## src/rtl/csi_dbg_pkg.sv

```systemverilog
// Shared definitions for the frame dump sequencer: state encoding,
// header byte constants and byte-selection helpers.
package csi_dbg_pkg;

  typedef enum logic [2:0] {
    ST_IDLE   = 3'd0,
    ST_HEADER = 3'd1,
    ST_FETCH  = 3'd2,
    ST_SEND   = 3'd3,
    ST_CKSUM  = 3'd4,
    ST_DONE   = 3'd5
  } dump_state_e;

  localparam int unsigned HDR_LEN = 4;
  localparam logic [7:0]  HDR_B0  = 8'hFF;
  localparam logic [7:0]  HDR_B1  = 8'h00;
  localparam logic [7:0]  HDR_B2  = 8'hFF;
  localparam logic [7:0]  HDR_B3  = 8'hA5;

  // Header byte for position idx of the sync preamble.
  function automatic logic [7:0] header_byte(input logic [1:0] idx);
    logic [7:0] b;
    case (idx)
      2'd0:    b = HDR_B0;
      2'd1:    b = HDR_B1;
      2'd2:    b = HDR_B2;
      default: b = HDR_B3;
    endcase
    return b;
  endfunction

  // Byte idx of a word, MSB first (idx 0 -> [31:24]).
  function automatic logic [7:0] word_byte(input logic [31:0] w, input logic [1:0] idx);
    logic [7:0] b;
    case (idx)
      2'd0:    b = w[31:24];
      2'd1:    b = w[23:16];
      2'd2:    b = w[15:8];
      default: b = w[7:0];
    endcase
    return b;
  endfunction

endpackage

```

## src/rtl/uart_pacer.sv

```systemverilog
// Idle-gap counter and byte-issue gate for the UART byte stream.
module uart_pacer #(
  parameter int unsigned HOLDOFF_W = 13
) (
  input  logic clk,
  input  logic rst,
  input  logic uart_busy_i,
  input  logic wr,
  output logic ready
);

  localparam logic [HOLDOFF_W-1:0] CNT_MAX = '1;

  logic [HOLDOFF_W-1:0] cnt_r;

  // Count quiet cycles since the UART last worked; saturate at all ones.
  always_ff @(posedge clk) begin
    if (rst) begin
      cnt_r <= '0;
    end else if (uart_busy_i || wr) begin
      cnt_r <= '0;
    end else if (cnt_r != CNT_MAX) begin
      cnt_r <= cnt_r + {{(HOLDOFF_W-1){1'b0}}, 1'b1};
    end else begin
      cnt_r <= cnt_r;
    end
  end

  assign ready = (cnt_r == CNT_MAX) && !uart_busy_i && !wr;

endmodule

```

## src/rtl/frame_dump_seq.sv

```systemverilog
// Frame dump sequencer: streams a header, every buffer word (MSB first)
// and a mod-256 payload checksum out through a paced UART byte interface.
module frame_dump_seq
  import csi_dbg_pkg::*;
#(
  parameter int unsigned COLS      = 40,
  parameter int unsigned ROWS      = 30,
  parameter int unsigned RD_LAT    = 2,
  parameter int unsigned HOLDOFF_W = 13,
  parameter int unsigned FREE_RUN  = 1
) (
  input  logic        sys_clk_i,
  input  logic        sys_rst_i,
  input  logic        start_i,
  output logic [5:0]  read_x_o,
  output logic [4:0]  read_y_o,
  input  logic [31:0] read_q_i,
  input  logic        uart_busy_i,
  output logic        uart_wr_o,
  output logic [7:0]  uart_dat_o,
  output logic        busy_o,
  output logic        frame_done_o
);

  localparam int unsigned LAT_W    = (RD_LAT < 1) ? 1 : $clog2(RD_LAT + 1);
  localparam logic [LAT_W-1:0] LAT_LAST = LAT_W'(RD_LAT);
  localparam logic [5:0] X_LAST   = 6'(COLS - 1);
  localparam logic [4:0] Y_LAST   = 5'(ROWS - 1);
  localparam logic [1:0] HDR_LAST = 2'(HDR_LEN - 1);

  dump_state_e      state_r, state_s;
  logic [5:0]       x_r, x_s;
  logic [4:0]       y_r, y_s;
  logic [1:0]       idx_r, idx_s;
  logic [LAT_W-1:0] lat_r, lat_s;
  logic [31:0]      word_r, word_s;
  logic [7:0]       sum_r, sum_s;
  logic             wr_r, wr_s;
  logic [7:0]       dat_r, dat_s;
  logic             busy_r, busy_s;
  logic             done_r, done_s;
  logic [7:0]       pay_byte_s;
  logic             ready;

  uart_pacer #(.HOLDOFF_W(HOLDOFF_W)) u_pacer (
    .clk         (sys_clk_i),
    .rst         (sys_rst_i),
    .uart_busy_i (uart_busy_i),
    .wr          (wr_r),
    .ready       (ready)
  );

  // State and output registers; reset wins over everything.
  always_ff @(posedge sys_clk_i) begin
    if (sys_rst_i) begin
      state_r <= ST_IDLE;
      x_r     <= 6'd0;
      y_r     <= 5'd0;
      idx_r   <= 2'd0;
      lat_r   <= '0;
      word_r  <= 32'd0;
      sum_r   <= 8'd0;
      wr_r    <= 1'b0;
      dat_r   <= 8'h00;
      busy_r  <= 1'b0;
      done_r  <= 1'b0;
    end else begin
      state_r <= state_s;
      x_r     <= x_s;
      y_r     <= y_s;
      idx_r   <= idx_s;
      lat_r   <= lat_s;
      word_r  <= word_s;
      sum_r   <= sum_s;
      wr_r    <= wr_s;
      dat_r   <= dat_s;
      busy_r  <= busy_s;
      done_r  <= done_s;
    end
  end

  // Next-state and next-output decisions; bytes leave only when the pacer is ready.
  always_comb begin
    state_s    = state_r;
    x_s        = x_r;
    y_s        = y_r;
    idx_s      = idx_r;
    lat_s      = lat_r;
    word_s     = word_r;
    sum_s      = sum_r;
    wr_s       = 1'b0;
    dat_s      = dat_r;
    done_s     = 1'b0;
    pay_byte_s = word_byte(word_r, idx_r);
    case (state_r)
      ST_IDLE: begin
        if ((FREE_RUN != 0) || start_i) begin
          state_s = ST_HEADER;
          sum_s   = 8'd0;
          idx_s   = 2'd0;
          x_s     = 6'd0;
          y_s     = 5'd0;
        end else begin
          state_s = ST_IDLE;
        end
      end
      ST_HEADER: begin
        if (ready) begin
          wr_s  = 1'b1;
          dat_s = header_byte(idx_r);
          idx_s = idx_r + 2'd1;
          if (idx_r == HDR_LAST) begin
            state_s = ST_FETCH;
            lat_s   = '0;
          end else begin
            state_s = ST_HEADER;
          end
        end else begin
          state_s = ST_HEADER;
        end
      end
      ST_FETCH: begin
        // Address has been stable since entry; take the word once it has settled.
        if (lat_r == LAT_LAST) begin
          word_s  = read_q_i;
          idx_s   = 2'd0;
          state_s = ST_SEND;
        end else begin
          lat_s   = lat_r + {{(LAT_W-1){1'b0}}, 1'b1};
          state_s = ST_FETCH;
        end
      end
      ST_SEND: begin
        if (ready) begin
          wr_s  = 1'b1;
          dat_s = pay_byte_s;
          sum_s = sum_r + pay_byte_s;
          idx_s = idx_r + 2'd1;
          if (idx_r == 2'd3) begin
            lat_s = '0;
            if (x_r == X_LAST) begin
              x_s = 6'd0;
              if (y_r == Y_LAST) begin
                y_s     = 5'd0;
                state_s = ST_CKSUM;
              end else begin
                y_s     = y_r + 5'd1;
                state_s = ST_FETCH;
              end
            end else begin
              x_s     = x_r + 6'd1;
              state_s = ST_FETCH;
            end
          end else begin
            state_s = ST_SEND;
          end
        end else begin
          state_s = ST_SEND;
        end
      end
      ST_CKSUM: begin
        if (ready) begin
          wr_s    = 1'b1;
          dat_s   = sum_r;
          done_s  = 1'b1;
          state_s = ST_DONE;
        end else begin
          state_s = ST_CKSUM;
        end
      end
      ST_DONE: begin
        state_s = ST_IDLE;
      end
      default: begin
        state_s = ST_IDLE;
      end
    endcase
    busy_s = (state_s != ST_IDLE);
  end

  assign read_x_o     = x_r;
  assign read_y_o     = y_r;
  assign uart_wr_o    = wr_r;
  assign uart_dat_o   = dat_r;
  assign busy_o       = busy_r;
  assign frame_done_o = done_r;

endmodule
```

## config.mk

```make
export PLATFORM = sky130hd
export DESIGN_NAME = frame_dump_seq
export DESIGN_NICKNAME = d
export VERILOG_FILES = /design/src/rtl/csi_dbg_pkg.sv /design/src/rtl/uart_pacer.sv /design/src/rtl/frame_dump_seq.sv
export SDC_FILE = /design/constraint.sdc
export NUM_CORES = 1
export LEC_CHECK = 0
export ABC_AREA = 1
export CORE_MARGIN = 5
export CORE_UTILIZATION = 30
export CTS_CLUSTER_DIAMETER = 100
export CTS_CLUSTER_SIZE = 14
export DETAILED_ROUTE_END_ITERATION = 16
export GPL_TIMING_DRIVEN = 1
export PLACE_DENSITY = 0.6
export SETUP_SLACK_MARGIN = 0.02
export SLEW_MARGIN = 0
export SYNTH_ARGS = -nofsm -noshare
export SYNTH_HDL_FRONTEND = slang
export SYNTH_SLANG_ARGS = --single-unit
```

## constraint.sdc

```tcl
create_clock -name sys_clk_i -period 5.6 [get_ports sys_clk_i]
set_clock_uncertainty 0.2 [all_clocks]
set_input_delay 0.56 -clock sys_clk_i [delete_from_list [all_inputs] [get_ports sys_clk_i]]
set_output_delay 0.56 -clock sys_clk_i [all_outputs]
set_load 0.05 [all_outputs]
```

==> reports/results.ini, run 1 <==
[yosys]
synth_xor_xnor_area_share_pct = 1.605
synthMuxAreaShare_pct = 0
synthDistinctLibCells = 41
synth_adder_area_share_pct = 5.043
synth_top_family_by_area = simple AND/OR/NAND/NOR gates
synth_compound_area_share_pct = 14.90
ys_ff_latch = 82
synth-main-ff-cell = dfxtp_1
synth-simple-area-share_pct = 31.12
syn_inst = 645
synth_nets = 698
synth_edf_count = 0
synthArstFlopShare_pct = 0
avgSynthCellArea_sq_um = 6.770
yosysWarnings = 0
synthesis.area_sq_um = 4367
ys_seq_area_share_pct = 37.59

[place]
routabilityCongestion = 0.8407
dp_hpwl_um = 7798
portBuffers = 56

[final_layout]
area_growth_pct = 23.64
antenna_cells = 0
seq_area_sq_um = 1642
drive_gt1_share_pct = 6.877
nets = 746
final_util_pct = 37.43
multi_input_area_sq_um = 2300
fill_cells = 1572

[worst_setup_path]
critPathCaptureType = flop
crit_type = flop to flop
cp.arrival_ps = 3010
cp_cell_sequence = ha_1, a21oi_1, a21boi_0, ha_1, inv_1, fa_1, inv_1, nand3_1, nand3_1, xnor2_1, nor2_1, nor2_1, nor2_1
cp_top_family = adder cells
worst_path_most_repeated_cell = nor2_1
required_ps = 5650
slowest_stage = ha_1
crit_path_start_kind = flop
path_buf_inv = 2
r2r_setup_slack_ps = 2640
cp_slowest_stage_delay_ps = 580
crit_fanout = 16

[clocking]
numCtsBuffers = 9
clockBufferDepth = 2
cts.clk_slew.worst_paths_ps = 70
cts_setup_buffers = 0
cts_resized = 0
htree_levels = 3
postCtsHoldBufs = 0
clock_latency_ps = 350
cts_tree = yes
cts-root-buf = clkbuf_16
cts.sinks = 82

[global_routing]
gr-total-overflow = 0
grt_antenna_before_repair = 0
grt_pass1_wl_um = 18130
grt_max_degree = 51
grt_usage_pct = 13.20
grt_pass1_vias = 3784

[timing]
tns_ps = 0
setup_viol = 0
relSlewSlack_pct = 51.96
finalMaxSlewViolations = 0
fmax_mhz = 337.4
rsz0062_at_grt = no
min_period_ps = 2964
tightest_slew_ps = 719.8
hold_viol_final = 0
period_share_pct = 52.93

[floorplan]
die-area_sq_um = 17070
pin_count = 58
coreArea_sq_um = 14420
fp.dieH_um = 130.6
start_util_pct = 30.27
rows = 44
die_w_um = 130.6

[power]
power_leakage_uw = 0.002149
power_density_nw_per_um2 = 250.7
ir_drop_v = 0.0002122

[detailed_routing]
avgViaCountPerCell = 4.620
drtIter0Drc = 256
first_pass_iters = 4
wl_um = 10750
wl_per_cell_um = 12.18
postRouteAntennaNets = 0
drc = 0
num_vias = 4075

[job]
drv_cap = 0

[min_path]
hold_class = flop to flop

[status]
status = completed

area by class of cell:
class | instances | area share, %
tap | 184 | 4.264
multi-input combinational | 456 | 42.60
sequential | 82 | 30.41
clock inverter | 7 | 1.831
clock buffer | 9 | 4.171
inverter | 85 | 5.933
timing repair buffer | 59 | 10.80
report_power, final:
group / leakage, uW / total (uW) / internal, uW / switching, uW
Sequential: 0.000663 / 595 / 589 / 5.75
Clock: 0.000156 / 649 / 394 / 255
Combinational: 0.00133 / 110 / 46.4 / 63.5
Total: 0.00215 / 1350 / 1030 / 325
registers in the layout, summed over array words and instances, names as in the netlist, 2 cells and up:
signal,cells
uart_dat_o,8
idx_r,2
word_r,32
read_y_o,5
lat_r,2
read_x_o,6
state_r,3
sum_r,8
u_pacer.cnt_r,13
metal layers:
metal | routed length [um] | vias to the layer above | share of wire (%) | GRT usage, %
li1 | - | 2172 | - | -
met1 | 5052 | 1816 | 47 | 17.16
met2 | 4996 | 72 | 46 | 21.34
met3 | 458 | 15 | 4.3 | 3.333
met4 | 238 | 0 | 2.2 | 4.598
met5 | 0 | - | 0 | 0
cell usage in the layout (no fill, tap or decap), drive strengths merged, types with 5 or more instances in the layout:
| master | count |
|---|---|
| nor3 | 5 |
| nand3 | 47 |
| o21ai | 53 |
| nor2 | 104 |
| inv | 85 |
| nand4 | 16 |
| dfxtp | 82 |
| a21oi | 52 |
| ha | 16 |
| xnor2 | 6 |
| o22ai | 5 |
| clkbuf | 9 |
| clkdlybuf4s50 | 56 |
| nand2 | 132 |
| a21boi | 5 |
stage by stage:
stage                     hold slack (ps)  total power (uW)  cell area [sq um]  instances  setup slack (ps)
after floorplan                     226.2             672.0               4367        645              2982
after global placement              241.7             718.5               5075        866              2667
after detailed placement            244.3             718.4               5075        866              2614
after CTS                           254.2              1375               5399        882              2634
after global routing                278.0              1406               5399        882              2377
final                               251.8              1353               5399        882              2636
cell families after synthesis:
family	count (synthesis)
xor gates and xnor gates	8
and+or+nand+nor	309
buffers and inverters	107
adders and majority gates	17
AOI/OAI and AO/OA	122
DFF	82
synthesized netlist by cell type (2+ instances only):
master	count	share of area [%]
a21boi_0	5	0.86
nand2_2	7	1.0
o22ai_1	5	0.72
dfxtp_1	82	38
nand2_1	124	11
inv_2	6	0.52
inv_1	77	6.6
nor2_1	99	8.5
or2_2	2	0.29
ha_1	16	4.6
a21oi_1	51	5.8
nand4_1	16	2.3
buf_2	8	0.92
nor2_4	2	0.52
clkbuf_1	11	0.95
nand3_1	43	4.9
o21ai_0	46	5.3
nor2_2	3	0.43
nand3_2	3	0.69
nor3_1	4	0.46
o21ai_1	6	0.69
xor2_1	2	0.40
a31oi_1	4	0.57
xnor2_1	6	1.2
worst reg2reg max path, stage by stage (launching register included):
cell and delay (ps):
dfxtp_1 390, ha_1 580, a21oi_1 200, a21boi_0 230, ha_1 230, inv_1 70, fa_1 400, inv_1 90
nand3_1 60, nand3_1 90, xnor2_1 120, nor2_1 50, nor2_1 110, nor2_1 50
path summary, 6_finish.rpt:
path,start,endpoint,cells after the start
setup / recovery,idx_r[0],sum_r[4],13
hold / removal,word_r[10],word_r[10],2
setup reg to reg,idx_r[0],sum_r[4],13
hold reg to reg,word_r[10],word_r[10],2
(Power assumes the default switching activity.)
==> inputs of run 2 (changes only) <==
--- a/config.mk
+++ b/config.mk
@@ -12,7 +12,7 @@
 export CTS_CLUSTER_SIZE = 14
 export DETAILED_ROUTE_END_ITERATION = 16
 export GPL_TIMING_DRIVEN = 1
-export PLACE_DENSITY = 0.6
+export PLACE_DENSITY = 0.61
 export SETUP_SLACK_MARGIN = 0.02
 export SLEW_MARGIN = 0
 export SYNTH_ARGS = -nofsm -noshare
==> constraint.sdc (replaced) <==
create_clock -name sys_clk_i -period 2.5 [get_ports sys_clk_i]
set_clock_uncertainty 0.2 [all_clocks]
set_input_delay 0.25 -clock sys_clk_i [delete_from_list [all_inputs] [get_ports sys_clk_i]]
set_output_delay 0.25 -clock sys_clk_i [all_outputs]
set_load 0.05 [all_outputs]
==> reports/results.ini, run 2 (same netlist as run 1, synthesis figures left out) <==
[status]
status = completed

[worst_setup_path]
cp.arrival_ps = 2460
crit_type = flop to flop
crit_path_start_kind = flop
cp_cell_sequence = inv_6, ha_4, inv_4, o22ai_2, inv_2, a21boi_2, ha_2, inv_2, fa_2, inv_2, nand3_2, nand3_2, xnor2_1, nor2_1, nor2_1, nor2_1
slowest_stage = dfxtp_4
required_ps = 2530
cp_top_family = adder cells
crit_fanout = 5
cp_slowest_stage_delay_ps = 380
critPathCaptureType = flop
path_buf_inv = 5

[final_layout]
multi_input_area_sq_um = 2439
top_regs = word_r (32), u_pacer.cnt_r (13)
final_common_cell = nand2_1
regMostFlops = word_r
final_util_pct = 39.89
drive_gt1_share_pct = 13.47
seq_area_sq_um = 1649
largest_reg_flops = 32
nets = 768
layout_common_cells = 124 x nand2_1, 99 x nor2_1, 80 x dfxtp_1, 70 x inv_1, 56 x clkdlybuf4s50_1
fill_cells = 1516
instances_no_fill = 904
antenna_cells = 0
area_growth_pct = 31.78

[power]
power_density_nw_per_um2 = 544.0
ir_drop_v = 0.0003031
seqPwrFrac_pct = 42.8
p_int_uw = 2437
p_total_uw = 3130
power_leakage_uw = 0.002279
p_clk_share_pct = 47.6
pwr-share-comb_pct = 9.6
p_sw_uw = 692.8
sw_frac_of_total_pct = 22.13

[clocking]
cts_tree = yes
cts.clk_slew.worst_paths_ps = 60
clockBufferDepth = 2
clock_latency_ps = 340
numCtsBuffers = 9
cts-root-buf = clkbuf_16
cts.sinks = 82
htree_levels = 3

[timing]
fmax_mhz = 412.1
finalMaxSlewViolations = 0
min_period_ps = 2427
worst_slack_ps = 73.41
tightest_slew_ps = 507.8
tns_ps = 0
hold_viol_final = 0
relSlewSlack_pct = 66.00
rsz0062_at_grt = yes
period_share_pct = 97.06
setup_viol = 0

[detailed_routing]
drtIter0Drc = 260
first_pass_iters = 7
wl_um = 10870
postRouteAntennaNets = 0
drc = 0
avgViaCountPerCell = 4.562
num_vias = 4124
wl_per_cell_um = 12.02

[floorplan]
start_util_pct = 30.27
pin_count = 58
die_w_um = 130.6
rows = 44
die-area_sq_um = 17070
fp.dieH_um = 130.6
coreArea_sq_um = 14420

[global_routing]
grt_usage_pct = 13.33
grt_max_degree = 51
grt_pass1_vias = 3957
grt_pass1_wl_um = 18340
gr-total-overflow = 0
grt_antenna_before_repair = 0

[place]
dp_hpwl_um = 7825
place_worst_setup_slack_ps = -83.29
routabilityCongestion = 0.8560
placed_cells = 886
portBuffers = 56

[job]
drv_cap = 0

[min_path]
hold_class = flop to flop

[run 2: changes by cell type in the layout (fill, tap and decap cells not counted), sizes merged]
cell	delta
clkinv	-1
clkbuf	+2
inv	-2
buf	+22
bufinv	+1
[run 2: layout make-up]
type | count | area share (%)
Multi-Input combinational cell | 456 | 42.38
Sequential cell | 82 | 28.66
Timing Repair Buffer | 81 | 13.44
Inverter | 85 | 5.697
Clock buffer | 11 | 4.044
Tap cell | 184 | 4.001
Clock inverter | 5 | 1.783
[run 2: repair_timing]
| action | in CTS | in global routing |
|---|---|---|
| endpoints found under the setup margin | 5 | 6 |
| hold buffers | 0 | 0 |
| resized for setup | 15 | 26 |
| buffers inserted | 0 | 2 |
| pin swaps | 6 | 12 |
[run 2: tightest hold or removal path, cell delays in order, from the launching register on]
cell	delay [ps]
dfxtp_1	290
inv_1	60
a21oi_1	50
[run 2: metrics by stage]
stage	instance area [sq um]	hold WS, ps
finish	5754	256.8
detailed placement	5258	249.6
floorplan	4379	214.6
CTS	5634	258.1
global placement	5258	245.0
global route	5754	274.3
[run 2: final timing paths]
check / depth (start not counted) / end / slack [ps] / startpoint
max: 16 / sum_r[4] / 70 / idx_r[0]
min: 2 / word_r[12] / 260 / word_r[12]
max reg2reg: 16 / sum_r[4] / 70 / idx_r[0]
min reg2reg: 2 / word_r[12] / 260 / word_r[12]
[run 2: metal layers]
layer  vias to the layer above  track usage (%)  share of wire, %
li1                       2220                -                 -
met1                      1809            18.06                50
met2                        84            21.19                44
met3                        11            3.008               4.9
met4                         0            4.114               1.5
met5                         -                0                 0
[run 2: power by group through the flow]
stage	Sequential [uW]	Clock, uW	Combinational, uW
final	1340	1490	300
after global routing	1340	1590	333
after global placement	1360	0	275
after detailed placement	1360	0	274
after CTS	1340	1530	283
after floorplan	1370	0	139
==> inputs of run 3 (changes only) <==
--- a/config.mk
+++ b/config.mk
@@ -12,6 +12,7 @@
 export CTS_CLUSTER_SIZE = 14
 export DETAILED_ROUTE_END_ITERATION = 16
 export GPL_TIMING_DRIVEN = 1
+export MAX_ROUTING_LAYER = met4
 export PLACE_DENSITY = 0.61
 export SETUP_SLACK_MARGIN = 0.02
 export SLEW_MARGIN = 0
==> reports/results.ini, run 3 (same netlist as run 1, synthesis figures left out) <==
[worst_setup_path]
crit_path_start_kind = flop
reg2reg_from = idx_r[0]
r2r.worst_path.cells = 16
crit_fanout = 5
cp_top_family = adder cells
crit_type = flop to flop
cp.arrival_ps = 2460
path_buf_inv = 5
cp_cell_sequence = inv_6, ha_4, inv_4, o22ai_2, inv_2, a21boi_2, ha_2, inv_2, fa_2, inv_2, nand3_2, nand3_2, xnor2_1, nor2_1, nor2_1, nor2_1
cp_slowest_stage_delay_ps = 380
critPathCaptureType = flop
required_ps = 2530
slowest_stage = dfxtp_4
r2r_setup_slack_ps = 70
worstReg2RegEnd = sum_r[4]

[timing]
tightest_slew_ps = 507.8
hold_viol_final = 0
setup_viol = 0
min_period_ps = 2426
hold_slack_ps = 256.5
finalMaxSlewViolations = 0
worst_slack_ps = 73.63
fmax_mhz = 412.1
rsz0062_at_grt = yes
relSlewSlack_pct = 66.00
period_share_pct = 97.05

[min_path]
min_from = word_r[12]
min_path_cells = 2
hold_class = flop to flop
min_to = word_r[12]

[clocking]
cts.sinks = 82
cts.clk_slew.worst_paths_ps = 60
clockBufferDepth = 2
cts-root-buf = clkbuf_16
clock_latency_ps = 340
cts_tree = yes
numCtsBuffers = 9
htree_levels = 3

[detailed_routing]
first_pass_iters = 4
postRouteAntennaNets = 0
wl_per_cell_um = 12.02
wl_um = 10870
num_vias = 4130
avgViaCountPerCell = 4.569
drc = 0
drtIter0Drc = 268

[final_layout]
antenna_cells = 0
layout_common_cells = 124 x nand2_1, 99 x nor2_1, 80 x dfxtp_1, 70 x inv_1, 56 x clkdlybuf4s50_1
drive_gt1_share_pct = 13.47
area_growth_pct = 31.78
nets = 768
regMostFlops = word_r
top_regs = word_r (32), u_pacer.cnt_r (13)
fill_cells = 1516
seq_area_sq_um = 1649
final_common_cell = nand2_1
multi_input_area_sq_um = 2439
largest_reg_flops = 32

[place]
portBuffers = 56
routabilityCongestion = 0.8696
dp_hpwl_um = 7825
place_worst_setup_slack_ps = -83.29

[floorplan]
start_util_pct = 30.27
rows = 44
coreArea_sq_um = 14420
pin_count = 58
die_w_um = 130.6
die-area_sq_um = 17070
fp.dieH_um = 130.6

[global_routing]
grt_pass1_vias = 3953
gr-total-overflow = 0
grt_antenna_before_repair = 0
grt_pass1_wl_um = 18350
grt_usage_pct = 13.73
grt_max_degree = 51

[power]
pwr-share-comb_pct = 9.6
p_int_uw = 2437
power_density_nw_per_um2 = 543.9
sw_frac_of_total_pct = 22.12
p_sw_uw = 692.2
seqPwrFrac_pct = 42.8
ir_drop_v = 0.0003013
power_leakage_uw = 0.002279
p_clk_share_pct = 47.6

[job]
drv_cap = 0

[status]
status = completed

run 3: metal layers:
layer / share of wire, % / track usage, % / routed length (um)
met1: 50 / 18.16 / 5400
met2: 44 / 21.22 / 4742
met3: 5.3 / 2.846 / 571
met4: 1.4 / 4.114 / 157
met5: 0 / - / 0
run 3: worst max-delay path by stage:
stage / start / endpoint / depth (start not counted)
floorplan: idx_r[0] / sum_r[4] / 15
global placement: idx_r[0] / sum_r[4] / 16
finish: idx_r[0] / sum_r[4] / 16
global route: idx_r[0] / sum_r[4] / 16
CTS: idx_r[0] / sum_r[4] / 16
detailed placement: idx_r[0] / sum_r[4] / 16
run 3: metrics by stage:
step,setup TNS (ps),util (%),total power (uW),instance area [sq um],std cells
final,0,39.89,3130,5754,904
after floorplan,0,-,1507,4379,645
after detailed placement,-100.6,36.45,1636,5258,886
after global placement,-37.37,36.45,1637,5258,886
after global routing,-107.9,39.89,3264,5754,904
after CTS,0,39.06,3147,5634,902
run 3: cell type report:
type                       instances  area share, %
clock inverter                     5          1.783
timing repair buffer              81          13.44
tap                              184          4.001
sequential                        82          28.66
clock buffer                      11          4.044
multi-input combinational        456          42.38
inverter                          85          5.697
run 3: worst register-to-register path: stages (launching register included):
cell and delay [ps]:
dfxtp_4 380, inv_6 80, ha_4 150, inv_4 50, o22ai_2 160, inv_2 60, a21boi_2 120, ha_2 190
inv_2 40, fa_2 360, inv_2 70, nand3_2 60, nand3_2 60, xnor2_1 110, nor2_1 50, nor2_1 120
nor2_1 50
run 3: power groups by stage:
stage               Combinational [uW]  Clock (uW)  Sequential (uW)
floorplan                          139           0             1370
global placement                   275           0             1360
detailed placement                 274           0             1360
CTS                                283        1530             1340
global route                       333        1590             1340
finish                             300        1490             1340
run 3: repair_timing:
action                     4_1_cts  5_1_grt
setup endpoints to repair        5        6
cloned                           0        0
pin swaps                        6       12
gates resized for setup         15       26
setup buffers                    0        2
hold buffers                     0        0
